<file path="config.mk">
export PLATFORM = sky130hd
export DESIGN_NAME = bcd_seq_display
export DESIGN_NICKNAME = d
export VERILOG_FILES = /design/src/rtl/bcd_seq_display.sv
export SDC_FILE = /design/constraint.sdc
export NUM_CORES = 1
export LEC_CHECK = 0
export BUFFER_PORTS_ARGS = -buffer_cell sky130_fd_sc_hd__buf_2
export CAP_MARGIN = 20
export CORE_UTILIZATION = 40
export CTS_BUF_LIST = sky130_fd_sc_hd__clkbuf_16
export CTS_CLUSTER_SIZE = 28
export DETAILED_ROUTE_END_ITERATION = 12
export PLACE_DENSITY_LB_ADDON = 0.15
export SYNTH_ARGS = -nofsm -noshare
export SYNTH_HDL_FRONTEND = slang
export SYNTH_SLANG_ARGS = --single-unit
</file>
<file path="constraint.sdc">
create_clock -name clk -period 1.8 [get_ports clk]
set_input_delay 0.09 -clock clk [delete_from_list [all_inputs] [get_ports clk]]
set_output_delay 0.09 -clock clk [all_outputs]
set_load 0.05 [all_outputs]
</file>
<file path="src/rtl/bcd_seq_display.sv">
// Sequential double-dabble binary-to-BCD converter driving DIGITS seven-segment displays.
// Optional macro LEADING_ZERO_BLANK_EN blanks leading zero digits on seg_out.
module bcd_seq_display #(
   parameter int unsigned BIN_W          = 20,
   parameter int unsigned DIGITS         = 6,
   parameter bit          SEG_ACTIVE_LOW = 1'b1
) (
   input  logic                  clk,
   input  logic                  rst_n,
   input  logic                  start,
   input  logic [BIN_W-1:0]      bin_in,
   output logic                  busy,
   output logic                  done,
   output logic                  overflow,
   output logic [4*DIGITS-1:0]   bcd_out,
   output logic [7*DIGITS-1:0]   seg_out
);

   localparam int unsigned BCD_W = 4 * DIGITS;
   localparam int unsigned SEG_W = 7 * DIGITS;
   localparam int unsigned CNT_W = $clog2(BIN_W + 1);
   localparam logic [6:0]  SEG_BLANK = SEG_ACTIVE_LOW ? 7'h7F : 7'h00;
   localparam logic [6:0]  SEG_DASH  = SEG_ACTIVE_LOW ? 7'h3F : 7'h40;

   typedef enum logic [1:0] {
      ST_IDLE,
      ST_SHIFT,
      ST_DONE
   } state_t;

   // Active-high gfedcba pattern for one digit, then polarity applied; 10-15 blank.
   function automatic logic [6:0] seg_decode(input logic [3:0] d);
      logic [6:0] on;
      case (d)
         4'd0:    on = 7'h3F;
         4'd1:    on = 7'h06;
         4'd2:    on = 7'h5B;
         4'd3:    on = 7'h4F;
         4'd4:    on = 7'h66;
         4'd5:    on = 7'h6D;
         4'd6:    on = 7'h7D;
         4'd7:    on = 7'h07;
         4'd8:    on = 7'h7F;
         4'd9:    on = 7'h6F;
         default: on = 7'h00;
      endcase
      return SEG_ACTIVE_LOW ? ~on : on;
   endfunction

   state_t             r_state,     w_state_nxt;
   logic [BIN_W-1:0]   r_bin,       w_bin_nxt;
   logic [BCD_W-1:0]   r_bcd,       w_bcd_nxt;
   logic               r_ovf_w,     w_ovf_w_nxt;
   logic [CNT_W-1:0]   r_cnt,       w_cnt_nxt;
   logic               r_busy,      w_busy_nxt;
   logic               r_done,      w_done_nxt;
   logic               r_ovf,       w_ovf_nxt;
   logic [BCD_W-1:0]   r_bcd_out,   w_bcd_out_nxt;
   logic [SEG_W-1:0]   r_seg_out,   w_seg_out_nxt;

   logic [BCD_W-1:0]       w_bcd_adj;
   logic [BCD_W+BIN_W:0]   w_shifted;
   logic [SEG_W-1:0]       w_seg_disp;
`ifdef LEADING_ZERO_BLANK_EN
   logic                   w_lead;
`endif

   // Add-3 correction on every digit >= 5, then shift {carry, bcd, bin} left by one.
   always_comb begin
      w_bcd_adj = r_bcd;
      for (int i = 0; i < int'(DIGITS); i++) begin
         if (r_bcd[4*i +: 4] >= 4'd5) begin
            w_bcd_adj[4*i +: 4] = r_bcd[4*i +: 4] + 4'd3;
         end
      end
      w_shifted = {1'b0, w_bcd_adj, r_bin} << 1;
   end

   // Display pattern from the final working digits; overflow dashes win.
   always_comb begin
      w_seg_disp = '0;
`ifdef LEADING_ZERO_BLANK_EN
      w_lead = 1'b1;
      for (int i = int'(DIGITS) - 1; i >= 0; i--) begin
         if ((r_bcd[4*i +: 4] != 4'd0) || (i == 0)) begin
            w_lead = 1'b0;
         end
         w_seg_disp[7*i +: 7] = w_lead ? SEG_BLANK : seg_decode(r_bcd[4*i +: 4]);
      end
`else
      for (int i = 0; i < int'(DIGITS); i++) begin
         w_seg_disp[7*i +: 7] = seg_decode(r_bcd[4*i +: 4]);
      end
`endif
      if (r_ovf_w) begin
         w_seg_disp = {DIGITS{SEG_DASH}};
      end
   end

   // Next-state and next-register logic.
   always_comb begin
      w_state_nxt   = r_state;
      w_bin_nxt     = r_bin;
      w_bcd_nxt     = r_bcd;
      w_ovf_w_nxt   = r_ovf_w;
      w_cnt_nxt     = r_cnt;
      w_busy_nxt    = r_busy;
      w_done_nxt    = 1'b0;
      w_ovf_nxt     = r_ovf;
      w_bcd_out_nxt = r_bcd_out;
      w_seg_out_nxt = r_seg_out;
      case (r_state)
         ST_IDLE: begin
            if (start) begin
               w_bin_nxt   = bin_in;
               w_bcd_nxt   = '0;
               w_ovf_w_nxt = 1'b0;
               w_cnt_nxt   = CNT_W'(BIN_W);
               w_busy_nxt  = 1'b1;
               w_state_nxt = ST_SHIFT;
            end
         end
         ST_SHIFT: begin
            {w_bcd_nxt, w_bin_nxt} = w_shifted[BCD_W+BIN_W-1:0];
            w_ovf_w_nxt = r_ovf_w | w_shifted[BCD_W+BIN_W];
            w_cnt_nxt   = r_cnt - CNT_W'(1);
            if (r_cnt == CNT_W'(1)) begin
               w_state_nxt = ST_DONE;
            end
         end
         ST_DONE: begin
            w_bcd_out_nxt = r_bcd;
            w_seg_out_nxt = w_seg_disp;
            w_ovf_nxt     = r_ovf_w;
            w_done_nxt    = 1'b1;
            w_busy_nxt    = 1'b0;
            w_state_nxt   = ST_IDLE;
         end
         default: begin
            w_state_nxt = ST_IDLE;
         end
      endcase
   end

   always_ff @(posedge clk or negedge rst_n) begin
      if (!rst_n) begin
         r_state   <= ST_IDLE;
         r_bin     <= '0;
         r_bcd     <= '0;
         r_ovf_w   <= 1'b0;
         r_cnt     <= '0;
         r_busy    <= 1'b0;
         r_done    <= 1'b0;
         r_ovf     <= 1'b0;
         r_bcd_out <= '0;
         r_seg_out <= {DIGITS{SEG_BLANK}};
      end else begin
         r_state   <= w_state_nxt;
         r_bin     <= w_bin_nxt;
         r_bcd     <= w_bcd_nxt;
         r_ovf_w   <= w_ovf_w_nxt;
         r_cnt     <= w_cnt_nxt;
         r_busy    <= w_busy_nxt;
         r_done    <= w_done_nxt;
         r_ovf     <= w_ovf_nxt;
         r_bcd_out <= w_bcd_out_nxt;
         r_seg_out <= w_seg_out_nxt;
      end
   end

   assign busy     = r_busy;
   assign done     = r_done;
   assign overflow = r_ovf;
   assign bcd_out  = r_bcd_out;
   assign seg_out  = r_seg_out;

endmodule

</file>
==> out/metrics.csv <==
metric,value,unit
status,finished with violations,
violated checks,design-rule violations,
Syn Nets,672,
CP arrival,2.04,ns
Overall Global Routing Usage,19.8,%
worst reg2reg path startpoint,r_bcd[16]$_DFFE_PN0P_,
clk slew on worst S/H paths,0.05,ns
DP HPWL,9840,um
routed wire length,14400,um
first-pass GRT wire length,24300,um
Sequential Power Share,33.6,%
wire per inst,15.6,um
yosys warns,0,
H-tree depth,4,
CP peak stage delay,0.43,ns
worst setup path start,r_bcd[16]$_DFFE_PN0P_,
row cnt,44,
number of synthesized flops with an enable pin,0,
"commonest non-fill, non-tap cells in the layout","nand2_1, buf_2, dfrtp_1",
ANT cells,0,
clk root buf,clkbuf_16,
"FFs w/ async S/R, synth",100,%
"Buf+Inv Stages, Crit Path",1,
"Slew Viols, Final",0,
data required time at the worst endpoint,2.13,ns
Setup Crit Path Kind,register to register,
filler cell count,1329,
sw frac,44.4,%
mapped cell area,6030,um^2
clock buffer count from CTS,17,
Post-Synthesis Cells,611,
vias per inst,5.21,
worst slew pin tran,0.662,ns
Main synth FF type,dfrtp_1,
Combinational Power Share,45.4,%
detailed-route via count,4814,
CP Capture Type,register,
post-route cell area,7560,um^2
WHS,0.154,ns
Final Hold Viols,0,
worst-path fanout max,5,
DR iter-0 viols,327,
post-CTS setup buffer count,0,
stages on the worst setup path,6,
port bufs,91,
GP Congestion,0.854,
pwr dens,1980,nW/um^2
Worst path slowest cell,dfrtp_1,
Yosys reg bits,121,
maximum clock path buffer count,2,
Final setup viols,0,
period utilization,95.0,%
die height,125,um
"antenna viol nets, final",0,
Die ar.,15600,um^2
CTS tree,built,
relative slew slack,55.8,%
I/O Pins,92,
Int Pwr,8.31,mW
final clock skew,0.00671,ns
Area after DPL,6790,um^2
P_leak,3.63,nW
area grow syn2layout,25.3,%
Initial Util,41.2,%
"Largest delay share family, worst path",flip-flops,
number of global-route vias before repair,4860,
DR pass1 iterations,9,
crit-path cells,"inv_1, ha_2, nor2b_1, o21ba_2, mux2_2, o22ai_1",
FMAX,585,MHz
"Clk Latency, worst-skew pair",0.41,ns
Die W,125,um
Multi-input gate area,2650,um^2
worst vdd ir,0.000781,V
RSZ-0062 raised after global routing,false,
setup TNS,0,ns
Final Power,14.9,mW
Seq. cell area,3080,um^2
max cap viols,0,
NetSw,6.64,mW
"most common cell after layout, fill and taps aside",nand2_1,
Sink Count,121,
clock period minus worst slack,1.71,ns
Core ar.,14600,um^2
drt drc,16,
crit path launch type,register,
Final nets,788,
Hold Path Class,primary input to async pin,
ratio of cells with drive above 1 in the final layout,26.9,%
clock power share,21.0,%
initial antenna violation count,0,
synthesized area per cell,9.87,um^2
GR Overflow Total,0,
pin count of the biggest net entering global routing,47,
Reg2Reg Depth,6,
Netlist cell types,54,
register area share after synthesis,51.1,%
-- worst paths after layout --
check,endpoint,slack (ns)
hold / removal,bcd_out[7]$_DFFE_PN0P_,0.15
hold reg to reg,overflow$_DFFE_PN0P_,0.47
min in group clk,r_bin[0]$_DFFE_PN0P_,0.40
max in group asynchronous,seg_out[36]$_DFFE_PN1P_,1.00
setup reg to reg,r_bcd[18]$_DFFE_PN0P_,0.09
setup / recovery,r_bcd[18]$_DFFE_PN0P_,0.09
-- synthesized netlist by cell type (all sizes together) (8+ instances only) --
library cell	n	share of area, %
nand2	113	7.3
dfrtp	79	33
o21ai	47	3.9
dfstp	42	18
a21oi	41	3.4
ha	38	7.9
nor2	33	2.2
buf	32	2.9
inv	28	1.7
a22oi	19	2.4
o22ai	15	1.6
nand2b	14	1.5
clkbuf	8	0.50
-- metal layers --
metal | global-route usage, % | wire length, um
met3 | 5.03 | 630
met4 | 8.13 | 232
met1 | 25.7 | 6690
met2 | 31.4 | 6820
met5 | 0 | 0
-- cell type report --
class                      count  share of cell area [%]
sequential                   121                    40.8
multi-input combinational    422                    35.1
inverter                      28                    1.39
tap                          184                    3.05
clock buffer                  17                    5.63
timing repair buffer         137                    12.5
clock inverter                15                    1.57
-- worst reg2reg max path, stage by stage, from the launching register on --
cell and delay (ns):
dfrtp_1 0.43, inv_1 0.11, ha_2 0.21, nor2b_1 0.23, o21ba_2 0.19, mux2_2 0.33
o22ai_1 0.12
-- power groups by stage --
stage          sequential, mW  combinational, mW  clock (mW)
3_5_place_dp             5.04               6.75           0
5_1_grt                  5.21               7.43        3.36
2_1_floorplan            6.50               3.55           0
3_3_place_gp             4.98               6.67           0
6_report                 5.02               6.79        3.13
4_1_cts                  5.01               6.82        3.21
-- through the flow --
step	std cells	utilization, %	setup slack (ns)
after floorplan	611	-	0.197
after global placement	870	46.4	0.140
after detailed placement	870	46.4	0.0504
after CTS	924	51.6	0.0319
after global routing	924	51.6	0.00472
final	924	51.6	0.0893
-- kinds of logic (layout without fill, tap and decap cells) --
| logic type | Yosys count | after routing | share of synthesized area, % |
|---|---|---|---|
| simple gates | 187 | 187 | 13.9 |
| xor+xnor | 8 | 8 | 1.16 |
| flops | 121 | 121 | 51.1 |
| fa+ha+maj | 38 | 38 | 7.88 |
| compound gates | 180 | 180 | 19.3 |
| mux | 9 | 9 | 1.58 |
| buf+inv | 68 | 197 | 5.12 |
-- state kept, by name, indices dropped and copies added (netlist names) --
name	count
overflow	1
r_bcd	24
done	1
r_ovf_w	1
bcd_out	24
r_bin	20
r_state	2
r_cnt	5
seg_out	42
busy	1
-- repair_timing --
action,in CTS,in global routing
hold buffers,22,0
endpoints found under the hold margin,89,0
gates resized for setup,0,6
endpoints found under the setup margin,0,6
(Power assumes the default switching activity.)
